<file path="src/rtl/ysyx_23060124_ifu.sv">
// ----------------------------------------------------------------------------
// ysyx_23060124_ifu -- instruction fetch unit
//
// Fetches one instruction word at a time over an AXI-lite style read channel.
// It hands the word to the decode stage over a valid/ready link. A fetch
// starts after reset (boot), or when writeback delivers a new PC.
//
// Handshake rule used on every link: a transfer happens on a rising edge
// where both valid and ready are 1. The sender keeps valid and its payload
// stable until that edge. The receiver may drive ready freely.
//
// Ports:
//   clock         rising-edge clock
//   i_rst_n       synchronous, active-low reset
//   i_pc_update   one-cycle pulse from writeback, i_pc_next is valid
//   i_pc_next     next PC to fetch
//   o_araddr      word-aligned fetch address
//   o_arvalid     read address valid
//   i_arready     read address accepted
//   i_rdata       fetched instruction word
//   i_rresp       read response, 2'b00 = OKAY
//   i_rvalid      read data valid
//   o_rready      read data accepted
//   o_ins         instruction to decode
//   o_pc          PC of o_ins
//   o_post_valid  o_ins/o_pc/o_fetch_err valid to decode
//   i_post_ready  decode accepts the instruction
//   o_fetch_err   bus error or misaligned PC, held with o_post_valid
// ----------------------------------------------------------------------------
module ysyx_23060124_ifu #(
    parameter int unsigned                ISA_WIDTH = 32,
    parameter logic [ISA_WIDTH-1:0]       RESET_PC  = 32'h8000_0000
) (
    input  logic                 clock,
    input  logic                 i_rst_n,
    input  logic                 i_pc_update,
    input  logic [ISA_WIDTH-1:0] i_pc_next,
    output logic [ISA_WIDTH-1:0] o_araddr,
    output logic                 o_arvalid,
    input  logic                 i_arready,
    input  logic [ISA_WIDTH-1:0] i_rdata,
    input  logic [1:0]           i_rresp,
    input  logic                 i_rvalid,
    output logic                 o_rready,
    output logic [ISA_WIDTH-1:0] o_ins,
    output logic [ISA_WIDTH-1:0] o_pc,
    output logic                 o_post_valid,
    input  logic                 i_post_ready,
    output logic                 o_fetch_err
);

    typedef enum logic [1:0] {
        ST_IDLE = 2'd0,
        ST_AR   = 2'd1,
        ST_R    = 2'd2,
        ST_OUT  = 2'd3
    } state_e;

    state_e                 state_q, state_d;
    logic                   boot_q, boot_d;
    logic                   pend_q, pend_d;
    logic [ISA_WIDTH-1:0]   pend_pc_q, pend_pc_d;
    logic [ISA_WIDTH-1:0]   pc_q, pc_d;
    logic [ISA_WIDTH-1:0]   ins_q, ins_d;
    logic                   err_q, err_d;

    always_comb begin
        state_d   = state_q;
        boot_d    = boot_q;
        pend_d    = pend_q;
        pend_pc_d = pend_pc_q;
        pc_d      = pc_q;
        ins_d     = ins_q;
        err_d     = err_q;

        // A PC pulse that arrives during a fetch is parked. The fetch in
        // flight always runs to completion. A newer pulse replaces the
        // parked one.
        if (state_q != ST_IDLE && i_pc_update) begin
            pend_d    = 1'b1;
            pend_pc_d = i_pc_next;
        end

        case (state_q)
            ST_IDLE: begin
                if (boot_q || pend_q || i_pc_update) begin
                    state_d = ST_AR;
                    // Boot wins. A live pulse beats a parked PC because
                    // the live pulse is newer.
                    if (boot_q)           pc_d = RESET_PC;
                    else if (i_pc_update) pc_d = i_pc_next;
                    else                  pc_d = pend_pc_q;
                    boot_d = 1'b0;
                    pend_d = 1'b0;
                end
            end
            ST_AR: begin
                if (i_arready) state_d = ST_R;
            end
            ST_R: begin
                if (i_rvalid) begin
                    state_d = ST_OUT;
                    ins_d   = i_rdata;
                    err_d   = (i_rresp != 2'b00) || (pc_q[1:0] != 2'b00);
                end
            end
            ST_OUT: begin
                if (i_post_ready) state_d = ST_IDLE;
            end
            default: state_d = ST_IDLE;
        endcase
    end

    always_ff @(posedge clock) begin
        if (!i_rst_n) begin
            state_q   <= ST_IDLE;
            boot_q    <= 1'b1;
            pend_q    <= 1'b0;
            pend_pc_q <= '0;
            pc_q      <= RESET_PC;
            ins_q     <= '0;
            err_q     <= 1'b0;
        end else begin
            state_q   <= state_d;
            boot_q    <= boot_d;
            pend_q    <= pend_d;
            pend_pc_q <= pend_pc_d;
            pc_q      <= pc_d;
            ins_q     <= ins_d;
            err_q     <= err_d;
        end
    end

    // All outputs come straight from registers. The address drops the low
    // PC bits, so a misaligned PC still fetches the enclosing word.
    assign o_arvalid    = (state_q == ST_AR);
    assign o_rready     = (state_q == ST_R);
    assign o_post_valid = (state_q == ST_OUT);
    assign o_araddr     = {pc_q[ISA_WIDTH-1:2], 2'b00};
    assign o_pc         = pc_q;
    assign o_ins        = ins_q;
    assign o_fetch_err  = err_q;

endmodule

</file>
<file path="config.mk">
export PLATFORM = sky130hd
export DESIGN_NAME = ysyx_23060124_ifu
export DESIGN_NICKNAME = d
export VERILOG_FILES = /design/src/rtl/ysyx_23060124_ifu.sv
export SDC_FILE = /design/constraint.sdc
export NUM_CORES = 1
export LEC_CHECK = 0
export ABC_CLOCK_PERIOD_IN_PS = 2900
export BUFFER_PORTS_ARGS = -buffer_cell sky130_fd_sc_hd__clkbuf_2
export CAP_MARGIN = 20
export CORE_MARGIN = 3
export CORE_UTILIZATION = 50
export DETAILED_ROUTE_END_ITERATION = 16
export PLACE_DENSITY = 0.8
export SLEW_MARGIN = 20
export SYNTH_ARGS = -nofsm -noshare
export SYNTH_HDL_FRONTEND = slang
export SYNTH_SLANG_ARGS = --single-unit
</file>
<file path="constraint.sdc">
create_clock -name clock -period 2.9 [get_ports clock]
set_input_delay 0.145 -clock clock [delete_from_list [all_inputs] [get_ports clock]]
set_output_delay 0.145 -clock clock [all_outputs]
set_load 0.1 [all_outputs]
</file>
==> impl_metrics.csv, run 1 <==
group,metric,value,unit
floorplanning,die-area,0.0102,mm2
detailed_routing,drt-total-wl,10.4,mm
yosys,mappedNetlistArea,0.00450,mm2
clock_tree,insertion_delay,0.35,ns
floorplanning,start_util,53.2,%
grt,grt_pass1_vias,3660,
grt,antenna_found_initial,0,
detailed_routing,drt_pass1_iterations,4,
clock_tree,clk_pin_slew,0.09,ns
pwr,irDropWorstVdd,0.000436,V
critical_path,rr_startpoint,"state_q[0]",
floorplanning,fp.dieW,101,um
yosys,seq_area_frac_synth,44.9,%
yosys,ys_seq_elements,101,
worst_hold_path,hp-start,"i_rdata[27]",
placed_design,dp.cells,735,
sta,rsz0062_at_grt,"no",
critical_path,critPathKind,"reg2reg",
finish,fin_nets,717,
placed_design,routabilityCongestion,0.761,
grt,gr-usage-all-layers,20.5,%
finish,final_cells,751,
critical_path,required,3.18,ns
worst_hold_path,min_path_type,"in2reg",
sta,max_slew_margin,56.3,%
sta,final_hold_viol_count,0,
clock_tree,root_buffer,"clkbuf_8",
sta,period_share,66.6,%
placed_design,portBuffers,169,
yosys,avgSynthCellArea,8.66,um2
floorplanning,core_region_area,0.00846,mm2
yosys,synthArstFlopShare,0,%
sta,fin_crit,1.93,ns
clock_tree,numCtsBuffers,9,
critical_path,cp.arrival,2.21,ns
finish,drive_gt1_share,30.3,%
detailed_routing,drc_errors,0,
grt,grt_pass1_wl,16.9,mm
finish,fillers,758,
run,maxCapViolations,0,
floorplanning,core.rowCount,33,
worst_hold_path,holdPathStages,3,
grt,grt_overflow_total,0,
floorplanning,pin_count,172,
critical_path,critPathLaunch,"state_q[0]",
yosys,yosys_warnings,0,
yosys,synthCells,520,
sta,skew,0.0125,ns
sta,max_freq,0.518,GHz
clock_tree,clock_sinks,101,
placed_design,dp_hpwl,7.62,mm
detailed_routing,viasPerCell,4.97,
critical_path,r2r_cells,6,
grt,grt_max_degree,38,
clock_tree,postCtsHoldBufs,0,
floorplanning,chipHeight,101,um
clock_tree,post_cts_resize_count,0,
clock_tree,cts_setup_buffers,0,
sta,finalMaxSlewViolations,0,
yosys,post_synth_num_cell_types,27,
detailed_routing,dr_total_vias,3730,
yosys,synth_edf_count,0,
detailed_routing,routedWlPerCell,13.8,um
run_status,status,"finished clean",
finish,antenna_cells,0,
critical_path,path_max_fanout,19,
sta,setup_viol,0,
sta,tns,0,ns
sta,max_slew.worst_pin.slew,0.655,ns
pwr,finalPower,4830,uW
detailed_routing,drt_iter0_drc,98,
sta,timing.hold.ws,0.0145,ns
clock_tree,cts_buffer_depth,2,
pwr,power.density,909,mW/mm2
sta,worst_slack,0.970,ns
finish,syn2layout_area_growth,18.1,%
pwr,p_leak,0.00233,uW
critical_path,start_kind,"register",
critical_path,critPathCaptureType,"register",
clock_tree,cts_max_level,3,
placed_design,pre_cts_ws,0.970,ns
clock_tree,cts_tree,"done",
detailed_routing,ant_nets,0,
yosys,synth_ff_type,"dfxtp_1",
kinds of logic after synthesis:
group / synth area share (%)
AOI/OAI and AO/OA: 17.9
buffers and inverters: 9.64
DFF: 44.9
muxes: 7.11
other: 0.0833
and+or+nand+nor: 19.3
adders and majority gates: 1.11
registers in the layout (all words and copies together) (netlist names):
register / cells
pend_q: 1
state_q: 2
boot_q: 1
o_fetch_err: 1
o_pc: 32
pend_pc_q: 32
o_ins: 32
cell usage after synthesis, types with 3 or more instances:
master,n,share of area [%]
or3_1,31,4.3
nor2b_1,5,0.69
inv_1,3,0.25
ha_1,4,1.1
buf_4,35,5.8
buf_6,3,0.75
nand2_1,164,14
a21boi_0,57,9.5
dfxtp_1,101,45
clkbuf_1,27,2.3
buf_2,5,0.56
mux2i_1,32,7.1
a21boi_1,39,6.5
final cells by class:
class,count,area (um2),share of cell area (%)
Timing Repair Buffer,179,921,17.3
Sequential cell,101,2020,38.0
Clock buffer,13,159,2.99
Multi-Input combinational cell,347,2050,38.6
Tap cell,105,131,2.47
Clock inverter,3,20.0,0.376
Inverter,3,11.3,0.212
layout by cell type (no fill, tap or decap), drive strengths merged:
| cell type | instances |
|---|---|
| a2111oi | 1 |
| a211oi | 1 |
| a21boi | 96 |
| and2 | 1 |
| buf | 10 |
| clkbuf | 182 |
| clkinv | 1 |
| clkinvlp | 2 |
| conb | 2 |
| dfxtp | 101 |
| ha | 4 |
| inv | 3 |
| mux2i | 32 |
| nand2 | 164 |
| nand2b | 1 |
| nor2 | 1 |
| nor2b | 5 |
| nor3 | 1 |
| nor3b | 1 |
| o211ai | 1 |
| o21a | 1 |
| o21ai | 1 |
| o31ai | 1 |
| o41a | 1 |
| o41ai | 1 |
| or3 | 31 |
final timing paths:
kind,end,slack [ns]
worst min register to register,pend_pc_q[12],0.45
worst max register to register,pend_pc_q[4],0.97
worst min-delay path,o_ins[27],0.01
worst max-delay path,pend_pc_q[4],0.97
per-stage QoR:
stage          instance area, um2  util [%]
2_1_floorplan                4510         -
5_1_grt                      5320      62.8
3_5_place_dp                 5140      60.7
4_1_cts                      5320      62.8
6_report                     5320      62.8
3_3_place_gp                 5140      60.7
critical path: stages, from the launching register on:
cell and delay, ns:
dfxtp_1 0.35, inv_1 0.10, ha_1 0.35, nand2b_1 0.48, buf_4 0.33, nand2_1 0.07, a21boi_0 0.18
where the power goes:
group | internal [uW] | leakage [uW] | switching, uW | total, uW
Clock | 359 | 0.0000857 | 453 | 812
Combinational | 447 | 0.00142 | 1860 | 2300
Sequential | 1580 | 0.000821 | 137 | 1720
Total | 2390 | 0.00233 | 2450 | 4830
metal layers:
layer,global-route usage [%],wire length (um)
met3,7.96,1030
met5,0,0
met4,6.95,221
met2,35.0,4800
met1,23.5,4320
Note: power is estimated with default switching activity, not from simulation.
==> run 2, diff against run 1 <==
- ABC_CLOCK_PERIOD_IN_PS: 2900 -> 2000
- CORE_UTILIZATION: 50 -> 49
- PLACE_DENSITY: 0.8 -> 0.79
- clock period: 2.9 -> 2 ns (I/O delays scaled with it)
==> impl_metrics.csv, run 2 (synthesis results as in run 1) <==
group,metric,value,unit
run_status,status,"finished clean",
floorplanning,fp.dieW,102,um
sta,max_slew.worst_pin.slew,0.747,ns
finish,antenna_cells,0,
critical_path,regToRegSetupSlack,0.20,ns
clock_tree,numCtsBuffers,9,
detailed_routing,dr_total_vias,4168,
critical_path,crit_chain,"inv_1 -> ha_1 -> o31ai_4 -> buf_4 -> or3_1 -> a21boi_1",
sta,tns,0,ns
sta,finalMaxSlewViolations,0,
sta,skew,0.00947,ns
finish,layout.cells.most_common_list,"clkbuf_2, nand2_1, dfxtp_1",
sta,rsz0062_at_grt,"no",
finish,syn2layout_area_growth,33.9,%
finish,final_common_cell,"clkbuf_2",
critical_path,rr_startpoint,"state_q[0]",
pwr,p_leak,0.00263,uW
clock_tree,clock_sinks,101,
pwr,power.density,1220,mW/mm2
grt,grt_max_degree,51,
floorplanning,core.rowCount,34,
detailed_routing,drt_pass1_iterations,4,
detailed_routing,ant_nets,0,
critical_path,crit_family,"flip-flops",
floorplanning,die-area,0.0104,mm2
floorplanning,chipHeight,102,um
sta,setup_viol,0,
critical_path,crit_buf_inv,2,
critical_path,path_max_fanout,25,
critical_path,cp.arrival,2.09,ns
floorplanning,pin_count,172,
placed_design,dp_hpwl,7.41,mm
grt,grt_pass1_vias,4104,
clock_tree,insertion_delay,0.35,ns
detailed_routing,drc_errors,0,
critical_path,reg2reg_to,"o_pc[28]",
pwr,irDropWorstVdd,0.000540,V
critical_path,start_kind,"register",
clock_tree,cts_buffer_depth,2,
grt,gr-usage-all-layers,22.6,%
finish,drive_gt1_share,28.3,%
clock_tree,cts_max_level,3,
sta,fin_crit,1.80,ns
finish,fin_nets,785,
worst_hold_path,hp-start,"i_pc_next[22]",
critical_path,crit_slowest_cell,"dfxtp_1",
detailed_routing,routedWlPerCell,14.3,um
clock_tree,root_buffer,"clkbuf_8",
critical_path,max_stage_delay,0.36,ns
critical_path,critPathCaptureType,"register",
floorplanning,start_util,51.2,%
sta,final_hold_viol_count,0,
detailed_routing,drt-total-wl,11.7,mm
sta,max_slew_margin,50.2,%
grt,grt_pass1_wl,18.8,mm
clock_tree,post_cts_resize_count,0,
floorplanning,core_region_area,0.00881,mm2
run,maxCapViolations,0,
sta,timing.hold.ws,0.0173,ns
sta,period_share,90.0,%
detailed_routing,viasPerCell,5.07,
critical_path,critPathKind,"reg2reg",
grt,antenna_found_initial,0,
detailed_routing,drt_iter0_drc,84,
sta,max_freq,0.555,GHz
critical_path,r2r_cells,6,
critical_path,cp-endpoint,"o_pc[28]",
worst_hold_path,min_path_type,"in2reg",
grt,grt_overflow_total,0,
clock_tree,cts_tree,"done",
critical_path,required,2.29,ns
critical_path,crit_cells,6,
placed_design,routabilityCongestion,0.751,
clock_tree,clk_pin_slew,0.10,ns
critical_path,critPathLaunch,"state_q[0]",
placed_design,portBuffers,169,
## run 2: changes by cell type in the layout (fill, tap and decap cells not counted)
| cell | change |
|---|---|
| ha_2 | +1 |
| buf_4 | +3 |
| clkinv_4 | +1 |
| inv_6 | +1 |
| clkbuf_8 | -2 |
| ha_1 | -1 |
| clkinvlp_4 | -1 |
| dlygate4sd3_1 | +63 |
| bufinv_16 | +1 |
| buf_12 | +2 |
## run 2: repair_timing
| action | CTS | global route |
|---|---|---|
| hold buffers | 63 | 0 |
| endpoints found under the hold margin | 63 | 0 |
| setup buffers | 0 | 0 |
## run 2: tightest hold or removal path, stage by stage
cell	delay [ns]
clkbuf_2	0.10
nand2_1	0.06
a21boi_0	0.07
## run 2: stage by stage
| stage | setup WS, ns | utilization, % | cells | power, uW | area, um2 |
|---|---|---|---|---|---|
| finish | 0.200 | 68.5 | 822 | 7350 | 6030 |
| floorplan | 0.0785 | - | 521 | 5430 | 4510 |
| detailed placement | 0.209 | 59.2 | 743 | 6010 | 5210 |
| CTS | 0.194 | 68.5 | 822 | 7370 | 6030 |
| global placement | 0.342 | 59.2 | 743 | 5920 | 5210 |
| global route | 0.0582 | 68.5 | 822 | 7720 | 6030 |
## run 2: worst min path at each step
stage	end	slack, ns	cells past startpoint
6_report	pend_pc_q[22]	0.02	3
3_3_place_gp	o_ins[22]	0.33	3
2_1_floorplan	pend_pc_q[10]	0.23	2
4_1_cts	pend_pc_q[22]	0.01	3
5_1_grt	pend_pc_q[22]	0.03	3
3_5_place_dp	o_ins[13]	0.34	3
## run 2: final cells by class
cell class                      count  area (um2)
Clock inverter                      5        60.1
Multi-Input combinational cell    347        2060
Inverter                            3        11.3
Sequential cell                   101        2020
Tap cell                          108         135
Clock buffer                       11         131
Timing Repair Buffer              247        1610
Fill cell                         691        2780
## run 2: metal layers
| metal | track usage (%) | vias up | part of all wire [%] |
|---|---|---|---|
| met4 | 6.96 | 0 | 1.3 |
| li1 | - | 2060 | - |
| met5 | 0 | - | 0 |
| met1 | 26.2 | 1946 | 41 |
| met2 | 41.1 | 148 | 51 |
| met3 | 5.26 | 14 | 6.5 |
## run 2: report_power, final
part | internal (uW) | switching, uW | total [uW] | leakage (uW)
combinational | 818 | 2770 | 3590 | 0.00171
sequential | 2290 | 191 | 2490 | 0.000821
clock | 585 | 689 | 1270 | 0.0000939
total | 3700 | 3650 | 7350 | 0.00263
